[src/rtl/cam_capture_pkg.sv]
// Shared types and constants for the second-generation camera capture path.
package cam_capture_pkg;

  typedef enum logic [1:0] {
    IDLE    = 2'd0,
    WAIT_VS = 2'd1,
    CAPTURE = 2'd2,
    DONE    = 2'd3
  } capState_t;

  localparam logic [1:0] DECIM_1 = 2'b00;
  localparam logic [1:0] DECIM_2 = 2'b01;
  localparam logic [1:0] DECIM_4 = 2'b10;

  localparam int FMT_332 = 8;
  localparam int FMT_444 = 12;
  localparam int FMT_565 = 16;

  // Low-bit mask for "index mod D == 0"; code 11 falls back to 1:1.
  function automatic logic [1:0] decimMask(input logic [1:0] code);
    case (code)
      DECIM_2: decimMask = 2'b01;
      DECIM_4: decimMask = 2'b11;
      default: decimMask = 2'b00;
    endcase
  endfunction

endpackage

[src/rtl/cam_px_pack.sv]
// Byte pairing into RGB565 words, odd-byte line detection and output format conversion.
module cam_px_pack
  import cam_capture_pkg::*;
#(
  parameter int DW = FMT_332
)(
  input  logic          clk,
  input  logic          rst,
  input  logic          i_clr,
  input  logic          i_en,
  input  logic          i_pclkRise,
  input  logic          i_href,
  input  logic          i_hrefFall,
  input  logic [7:0]    i_data,
  output logic          o_wordValid,
  output logic [DW-1:0] o_px,
  output logic          o_oddByte
);

  logic        r_phase;
  logic        r_oddByte;
  logic [7:0]  r_hiByte;
  logic [15:0] w_word;
  logic        w_unusedWordBits;

  assign w_word           = {r_hiByte, i_data};
  assign w_unusedWordBits = ^w_word;
  assign o_wordValid      = i_en & i_pclkRise & i_href & r_phase;
  assign o_oddByte        = r_oddByte;

  // A line that ends between the two bytes of a word leaves the phase at 1.
  always_ff @(posedge clk) begin
    if (!rst || i_clr) begin
      r_phase   <= 1'b0;
      r_oddByte <= 1'b0;
      r_hiByte  <= '0;
    end else if (i_en) begin
      if (i_pclkRise && i_href) begin
        if (!r_phase) r_hiByte <= i_data;
        r_phase <= ~r_phase;
      end else if (i_hrefFall && r_phase) begin
        r_oddByte <= 1'b1;
        r_phase   <= 1'b0;
      end
    end
  end

  generate
    if (DW == FMT_332) begin : g_fmt332
      assign o_px = {w_word[15:13], w_word[10:8], w_word[4:3]};
    end else if (DW == FMT_444) begin : g_fmt444
      assign o_px = {w_word[15:12], w_word[10:7], w_word[4:1]};
    end else if (DW == FMT_565) begin : g_fmt565
      assign o_px = w_word;
    end else begin : g_fmtBad
      $error("cam_px_pack: DW must be 8, 12 or 16");
    end
  endgenerate

endmodule

[src/rtl/cam_capture_gen2.sv]
// Camera capture top: pin synchronisers, capture FSM, decimation and frame-buffer write port.
// Optional running checksum output is enabled with CAM_CAPTURE_CKSUM_EN.
module cam_capture_gen2
  import cam_capture_pkg::*;
#(
  parameter int IMG_W = 160,
  parameter int IMG_H = 120,
  parameter int AW    = 15,
  parameter int DW    = FMT_332
)(
  input  logic          clk,
  input  logic          rst,
  input  logic          init,
  input  logic          continuous,
  input  logic [1:0]    decim,
  output logic          busy,
  output logic          done,
  output logic          error,
  output logic [7:0]    frame_cnt,
  input  logic          cam_pclk,
  input  logic          cam_vsync,
  input  logic          cam_href,
  input  logic [7:0]    cam_px_data,
  output logic [AW-1:0] mem_addr,
  output logic [DW-1:0] mem_data,
`ifdef CAM_CAPTURE_CKSUM_EN
  output logic          mem_we,
  output logic [15:0]   cksum
`else
  output logic          mem_we
`endif
);

  localparam int NPIX = IMG_W * IMG_H;
  localparam int IW   = AW + 2;
  localparam logic [IW-1:0] NPIX_V = IW'(NPIX);

  generate
    if ((64'd1 << AW) < 64'(NPIX)) begin : g_awCheck
      $error("cam_capture_gen2: AW too small for IMG_W*IMG_H");
    end
  endgenerate

  logic [1:0]    r_pclkSync, r_vsSync, r_hrefSync;
  logic [7:0]    r_dataMeta, r_dataSync;
  logic          r_pclkPrev, r_vsPrev, r_hrefPrev;
  logic          w_pclkRise, w_hrefFall, w_vsFall, w_vsRise;

  capState_t     r_state;
  logic          r_cont;
  logic [1:0]    r_decimMask;
  logic [IW-1:0] r_pixIdx;
  logic [1:0]    r_col, r_row;
  logic          r_busy, r_done, r_error, r_memWe;
  logic [7:0]    r_frameCnt;
  logic [AW-1:0] r_memAddr;
  logic [DW-1:0] r_memData;

  logic          w_wordValid, w_oddByte, w_keep, w_wrStrobe;
  logic [DW-1:0] w_px;

  // Data rides the same two stages as pclk so the byte lines up with the detected edge.
  always_ff @(posedge clk) begin
    if (!rst) begin
      r_pclkSync <= '0;
      r_vsSync   <= '0;
      r_hrefSync <= '0;
      r_dataMeta <= '0;
      r_dataSync <= '0;
      r_pclkPrev <= 1'b0;
      r_vsPrev   <= 1'b0;
      r_hrefPrev <= 1'b0;
    end else begin
      r_pclkSync <= {r_pclkSync[0], cam_pclk};
      r_vsSync   <= {r_vsSync[0], cam_vsync};
      r_hrefSync <= {r_hrefSync[0], cam_href};
      r_dataMeta <= cam_px_data;
      r_dataSync <= r_dataMeta;
      r_pclkPrev <= r_pclkSync[1];
      r_vsPrev   <= r_vsSync[1];
      r_hrefPrev <= r_hrefSync[1];
    end
  end

  assign w_pclkRise = r_pclkSync[1] & ~r_pclkPrev;
  assign w_hrefFall = ~r_hrefSync[1] & r_hrefPrev;
  assign w_vsFall   = ~r_vsSync[1] & r_vsPrev;
  assign w_vsRise   = r_vsSync[1] & ~r_vsPrev;

  cam_px_pack #(.DW(DW)) u_pack (
    .clk         (clk),
    .rst         (rst),
    .i_clr       (r_state == WAIT_VS),
    .i_en        (r_state == CAPTURE),
    .i_pclkRise  (w_pclkRise),
    .i_href      (r_hrefSync[1]),
    .i_hrefFall  (w_hrefFall),
    .i_data      (r_dataSync),
    .o_wordValid (w_wordValid),
    .o_px        (w_px),
    .o_oddByte   (w_oddByte)
  );

  // Only the low two bits of row/col matter for mod-1/2/4 decimation.
  assign w_keep     = ((r_col & r_decimMask) == 2'b00) && ((r_row & r_decimMask) == 2'b00);
  assign w_wrStrobe = w_wordValid && w_keep && (r_pixIdx < NPIX_V);

  always_ff @(posedge clk) begin
    if (!rst) begin
      r_state     <= IDLE;
      r_cont      <= 1'b0;
      r_decimMask <= 2'b00;
      r_pixIdx    <= '0;
      r_col       <= 2'b00;
      r_row       <= 2'b00;
      r_busy      <= 1'b0;
      r_done      <= 1'b0;
      r_error     <= 1'b0;
      r_memWe     <= 1'b0;
      r_frameCnt  <= 8'd0;
      r_memAddr   <= '0;
      r_memData   <= '0;
    end else begin
      r_memWe <= 1'b0;
      case (r_state)
        IDLE: begin
          if (init) begin
            r_cont      <= continuous;
            r_decimMask <= decimMask(decim);
            r_done      <= 1'b0;
            r_error     <= 1'b0;
            r_busy      <= 1'b1;
            r_state     <= WAIT_VS;
          end
        end
        WAIT_VS: begin
          r_done    <= 1'b0;
          r_pixIdx  <= '0;
          r_col     <= 2'b00;
          r_row     <= 2'b00;
          r_memAddr <= '0;
          if (w_vsFall) r_state <= CAPTURE;
        end
        CAPTURE: begin
          if (w_wordValid) begin
            r_col <= r_col + 2'd1;
            if (w_keep && (r_pixIdx != '1)) r_pixIdx <= r_pixIdx + IW'(1);
          end
          if (w_wrStrobe) begin
            r_memWe   <= 1'b1;
            r_memAddr <= r_pixIdx[AW-1:0];
            r_memData <= w_px;
          end
          if (w_hrefFall) begin
            r_row <= r_row + 2'd1;
            r_col <= 2'b00;
          end
          if (w_vsRise) r_state <= DONE;
        end
        DONE: begin
          r_error    <= (r_pixIdx != NPIX_V) | w_oddByte;
          r_frameCnt <= r_frameCnt + 8'd1;
          r_done     <= 1'b1;
          if (r_cont && init) begin
            r_state <= WAIT_VS;
          end else begin
            r_state <= IDLE;
            r_busy  <= 1'b0;
          end
        end
        default: r_state <= IDLE;
      endcase
    end
  end

  assign busy      = r_busy;
  assign done      = r_done;
  assign error     = r_error;
  assign frame_cnt = r_frameCnt;
  assign mem_we    = r_memWe;
  assign mem_addr  = r_memAddr;
  assign mem_data  = r_memData;

`ifdef CAM_CAPTURE_CKSUM_EN
  logic [15:0] r_cksum;
  logic        w_enterWaitVs;

  assign w_enterWaitVs = ((r_state == IDLE) && init) || ((r_state == DONE) && r_cont && init);

  always_ff @(posedge clk) begin
    if (!rst) begin
      r_cksum <= 16'd0;
    end else if (w_enterWaitVs) begin
      r_cksum <= 16'd0;
    end else if ((r_state == CAPTURE) && w_wrStrobe) begin
      r_cksum <= r_cksum + 16'(w_px);
    end
  end

  assign cksum = r_cksum;
`endif

endmodule

[config.mk]
export PLATFORM = sky130hd
export DESIGN_NAME = cam_capture_gen2
export DESIGN_NICKNAME = d
export VERILOG_FILES = /design/src/rtl/cam_capture_pkg.sv /design/src/rtl/cam_px_pack.sv /design/src/rtl/cam_capture_gen2.sv
export SDC_FILE = /design/constraint.sdc
export NUM_CORES = 1
export LEC_CHECK = 0
export ABC_AREA = 1
export ABC_CLOCK_PERIOD_IN_PS = 2000
export CAP_MARGIN = 20
export CORE_UTILIZATION = 35
export CTS_CLUSTER_SIZE = 8
export DETAILED_ROUTE_END_ITERATION = 16
export GPL_TIMING_DRIVEN = 0
export SLEW_MARGIN = 10
export SYNTH_ARGS = -nofsm -noshare
export SYNTH_HDL_FRONTEND = slang
export SYNTH_SLANG_ARGS = --single-unit
export TNS_END_PERCENT = 10
[constraint.sdc]
create_clock -name clk -period 2 [get_ports clk]
set_input_delay 0.2 -clock clk [delete_from_list [all_inputs] [get_ports clk]]
set_output_delay 0.2 -clock clk [all_outputs]
set_load 0.01 [all_outputs]
==> results of run 1 <==
[flip-flops by register name, summed over array words and instances, names as in the netlist, 2 cells and up]
register,cells
frame_cnt,8
mem_addr,15
mem_data,8
r_col,2
r_dataMeta,8
r_dataSync,8
r_decimMask,2
r_hrefSync,2
r_pclkSync,2
r_pixIdx,17
r_row,2
r_state,2
r_vsSync,2
u_pack.r_hiByte,6
[where the power goes]
group	leakage (nW)	internal (mW)	total [mW]	switching (mW)
logic	1.39	0.293	0.775	0.482
registers	0.767	1.98	2.05	0.0743
clock network	0.148	1.09	1.80	0.711
[what timing repair did]
item / 4_1_cts / 5_1_grt
pin swaps: 1 / 7
gates cloned: 0 / 1
buffers inserted: 1 / 6
gates resized for setup: 11 / 20
endpoints found under the hold margin: 0 / 0
endpoints found under the setup margin: 19 / 31
[cells in the mapped netlist]
| library cell | instances |
|---|---|
| sky130_fd_sc_hd__nor3_1 | 6 |
| sky130_fd_sc_hd__clkbuf_1 | 6 |
| sky130_fd_sc_hd__nand2_1 | 155 |
| sky130_fd_sc_hd__a211oi_1 | 1 |
| sky130_fd_sc_hd__nand3_1 | 27 |
| sky130_fd_sc_hd__o21ai_0 | 22 |
| sky130_fd_sc_hd__a31oi_1 | 1 |
| sky130_fd_sc_hd__o21a_1 | 2 |
| sky130_fd_sc_hd__a21oi_1 | 35 |
| sky130_fd_sc_hd__nor2_2 | 3 |
| sky130_fd_sc_hd__nor2_8 | 1 |
| sky130_fd_sc_hd__nand3_4 | 1 |
| sky130_fd_sc_hd__dfxtp_1 | 94 |
| sky130_fd_sc_hd__inv_2 | 4 |
| sky130_fd_sc_hd__nor2_1 | 66 |
| sky130_fd_sc_hd__nor4_1 | 2 |
| sky130_fd_sc_hd__o21ai_1 | 1 |
| sky130_fd_sc_hd__nand2_2 | 1 |
| sky130_fd_sc_hd__buf_4 | 4 |
| sky130_fd_sc_hd__nand4_4 | 1 |
| sky130_fd_sc_hd__xor2_1 | 3 |
| sky130_fd_sc_hd__buf_2 | 6 |
| sky130_fd_sc_hd__nand3b_1 | 16 |
| sky130_fd_sc_hd__ha_1 | 10 |
| sky130_fd_sc_hd__nor2_4 | 3 |
| sky130_fd_sc_hd__nand4_1 | 8 |
| sky130_fd_sc_hd__inv_1 | 79 |
| sky130_fd_sc_hd__buf_1 | 1 |
| sky130_fd_sc_hd__buf_6 | 1 |
[per-stage QoR]
step	instances	instance area [µm²]	setup TNS, ps	setup WS (ps)	util, %
final	772	5190	0	52.4	46.8
after global routing	772	5190	-197	-48.4	46.8
after CTS	765	5080	0	37.1	45.9
after detailed placement	750	4730	-3560	-328	42.7
after global placement	750	4730	-3170	-306	42.7
after floorplan	560	4060	0	142	-
[worst paths after layout]
path,to,depth (start not counted),from,slack (ps)
worst max-delay path,r_pixIdx[4],12,r_pixIdx[0],50
worst max register to register,r_pixIdx[4],12,r_pixIdx[0],50
worst min-delay path,mem_addr[0],4,rst,300
worst min register to register,r_dataSync[1],2,r_dataMeta[1],410
[metal layers]
metal | vias up | routed length (µm) | GRT usage [%]
met3 | 10 | 326 | 4.98
met4 | 0 | 121 | 5.71
met1 | 1564 | 4200 | 18.9
met5 | - | 0 | 0
li1 | 1876 | - | -
met2 | 66 | 4200 | 26.0
[worst max-delay path, cell delays in order (launching register included)]
cell and delay [ps]:
sky130_fd_sc_hd__dfxtp_4 380, sky130_fd_sc_hd__ha_4 150, sky130_fd_sc_hd__nand2_2 70, sky130_fd_sc_hd__nor2_4 130
sky130_fd_sc_hd__nand2_2 80, sky130_fd_sc_hd__nor3_2 180, sky130_fd_sc_hd__ha_2 180, sky130_fd_sc_hd__nand3b_1 140
sky130_fd_sc_hd__nand2_2 120, sky130_fd_sc_hd__nand2_4 150, sky130_fd_sc_hd__buf_4 120, sky130_fd_sc_hd__nand2_1 40
sky130_fd_sc_hd__a21oi_1 110
[cells by family after synthesis]
| logic type | synth area share (%) |
|---|---|
| XOR/XNOR | 0.648 |
| AND/OR/NAND/NOR | 31.9 |
| adder cells (fa/ha/maj) | 3.08 |
| flip-flops | 46.4 |
| buffers and inverters | 10.1 |
| AO/OA/AOI/OAI | 7.87 |
[layout make-up]
class	count	area, µm²
fill	1105	5890
sequential	94	1890
multi-input combinational	365	1830
timing repair buffer	58	558
inverter	83	314
clock buffer	9	225
tap	140	175
buffer	18	111
clock inverter	5	85.1
==> flow_summary.html, run 1 <==
<table>
<tr><th>Metric</th><th>Value</th></tr>
<tr><th colspan="2">Synth</th></tr>
<tr><td>Yosys warnings</td><td>0</td></tr>
<tr><td>Cell types with the largest area share after synthesis</td><td>sky130_fd_sc_hd__dfxtp_1 46%, sky130_fd_sc_hd__nand2_1 14%, sky130_fd_sc_hd__inv_1 7.3%</td></tr>
<tr><td>Synthesized area per cell</td><td>7.24 µm²</td></tr>
<tr><td>Library cell occupying the most area in the post-synthesis netlist</td><td>sky130_fd_sc_hd__dfxtp_1</td></tr>
<tr><td>Register bit count reported by yosys</td><td>94</td></tr>
<tr><td>Netlist Area Pre-Place</td><td>4060 µm²</td></tr>
<tr><td>Syn nets</td><td>587</td></tr>
<tr><td>Top cell type's share of synthesized area</td><td>46.4%</td></tr>
<tr><td>Library cells used by synthesis</td><td>29</td></tr>
<tr><td>Post-synthesis instance total</td><td>560</td></tr>
<tr><td>Sequential cell area fraction in the yosys report</td><td>46.4%</td></tr>
<tr><th colspan="2">Timing</th></tr>
<tr><td>Final-report setup violation count</td><td>0</td></tr>
<tr><td>Period minus WS final</td><td>1950 ps</td></tr>
<tr><td>Setup repair after global routing missed its margin</td><td>yes</td></tr>
<tr><td>Slew Limit Fails</td><td>0</td></tr>
<tr><td>Clock Skew</td><td>7.19 ps</td></tr>
<tr><td>Relative max-transition margin</td><td>58.7%</td></tr>
<tr><td>Smallest hold slack</td><td>296 ps</td></tr>
<tr><td>Fraction of the cycle the final worst path needs</td><td>97.4%</td></tr>
<tr><td>Slew of the pin with the lowest slew margin</td><td>620 ps</td></tr>
<tr><td>Maximum clock frequency</td><td>513 MHz</td></tr>
<tr><td>Count of final hold-check violations</td><td>0</td></tr>
<tr><th colspan="2">GRT</th></tr>
<tr><td>Grt total ovfl</td><td>0</td></tr>
<tr><td>Pin count of the biggest net entering global routing</td><td>16</td></tr>
<tr><td>First-pass GRT wire length</td><td>14600 µm</td></tr>
<tr><td>Number of antenna violations at the first check in global routing</td><td>0</td></tr>
<tr><td>Combined global-route utilization of all metal layers</td><td>15.7%</td></tr>
<tr><td>Vias in the first global route</td><td>3258</td></tr>
<tr><th colspan="2">Power</th></tr>
<tr><td>Design Power</td><td>4.62 mW</td></tr>
<tr><td>Leak Pwr</td><td>2.30 nW</td></tr>
<tr><td>Maximum VDD drop</td><td>0.000518 V</td></tr>
<tr><td>Pwr Density</td><td>891 nW/µm²</td></tr>
<tr><th colspan="2">Critical path</th></tr>
<tr><td>Critical Path End Type</td><td>flip-flop</td></tr>
<tr><td>CP Data Required Time</td><td>2260 ps</td></tr>
<tr><td>Biggest fanout along the worst timing path</td><td>8</td></tr>
<tr><td>Critical Setup Path Class</td><td>reg -&gt; reg</td></tr>
<tr><td>Arrival time reported for the critical path endpoint</td><td>2210 ps</td></tr>
<tr><td>Launching element type of the critical path</td><td>flip-flop</td></tr>
<tr><th colspan="2">Drt</th></tr>
<tr><td>Remaining DRCs</td><td>0</td></tr>
<tr><td>Routed wire length per instance</td><td>11.5 µm</td></tr>
<tr><td>WL final</td><td>8840 µm</td></tr>
<tr><td>Detailed-route via count</td><td>3516</td></tr>
<tr><td>Via density per instance</td><td>4.55</td></tr>
<tr><td>Count of antenna-violating nets left after detailed routing</td><td>0</td></tr>
<tr><td>First DRT Iteration DRCs</td><td>189</td></tr>
<tr><td>Router iterations before antenna repair</td><td>4</td></tr>
<tr><th colspan="2">Die</th></tr>
<tr><td>Starting utilization of the core area</td><td>36.6%</td></tr>
<tr><td>Top-level port count</td><td>52</td></tr>
<tr><td>Y dimension of the die</td><td>110 µm</td></tr>
<tr><td>Die Footprint</td><td>12000 µm²</td></tr>
<tr><td>Number of standard-cell rows in the floorplan</td><td>38</td></tr>
<tr><td>Die boundary width</td><td>110 µm</td></tr>
<tr><td>Core Area</td><td>11100 µm²</td></tr>
<tr><th colspan="2">Place</th></tr>
<tr><td>Global placer's final weighted congestion</td><td>0.818</td></tr>
<tr><td>Post-detail-place hpwl</td><td>6400 µm</td></tr>
<tr><td>Port bufs</td><td>50</td></tr>
<tr><th colspan="2">Clock network</th></tr>
<tr><td>Worst-Skew Late Latency</td><td>340 ps</td></tr>
<tr><td>Hold-fix buffers, CTS</td><td>0</td></tr>
<tr><td># H-tree levels</td><td>3</td></tr>
<tr><td>CTS Root Cell</td><td>sky130_fd_sc_hd__clkbuf_16</td></tr>
<tr><td>Worst-case clock buffer depth</td><td>2</td></tr>
<tr><td>Number of clock buffers inserted by TritonCTS</td><td>9</td></tr>
<tr><td>Worst-path clk slew</td><td>70 ps</td></tr>
<tr><td>Sinks on the clock net</td><td>94</td></tr>
<tr><td>Clock tree from TritonCTS</td><td>yes</td></tr>
<tr><th colspan="2">Worst hold path</th></tr>
<tr><td>Worst hold-check path type</td><td>in -&gt; reg</td></tr>
<tr><th colspan="2">Outcome</th></tr>
<tr><td>Status</td><td>finished, final reports clean</td></tr>
<tr><th colspan="2">Final layout</th></tr>
<tr><td>Net count reported at finish</td><td>656</td></tr>
<tr><td>Fraction of final layout cells sized beyond drive strength 1</td><td>10.8%</td></tr>
<tr><td>Most common library cell in the layout ignoring fill and taps</td><td>sky130_fd_sc_hd__nand2_1</td></tr>
<tr><td>Inserted Diodes</td><td>0</td></tr>
<tr><td>Signed area change from the synthesized netlist to the final layout</td><td>27.9%</td></tr>
<tr><td>Commonest cells after routing, fill and taps aside</td><td>151 x sky130_fd_sc_hd__nand2_1, 88 x sky130_fd_sc_hd__dfxtp_1, 77 x sky130_fd_sc_hd__inv_1, 66 x sky130_fd_sc_hd__nor2_1, 50 x sky130_fd_sc_hd__clkdlybuf4s50_1</td></tr>
<tr><th colspan="2">Run</th></tr>
<tr><td>Count of max-cap constraint violations</td><td>0</td></tr>
</table>
No activity file was read; power rests on OpenSTA's default activity.
==> run 2, diff against run 1 <==
Settings changed: GPL_ROUTABILITY_DRIVEN set to 0.
==> results of run 2 <==
Final layout, timing and power as in run 1 (identical DEF).
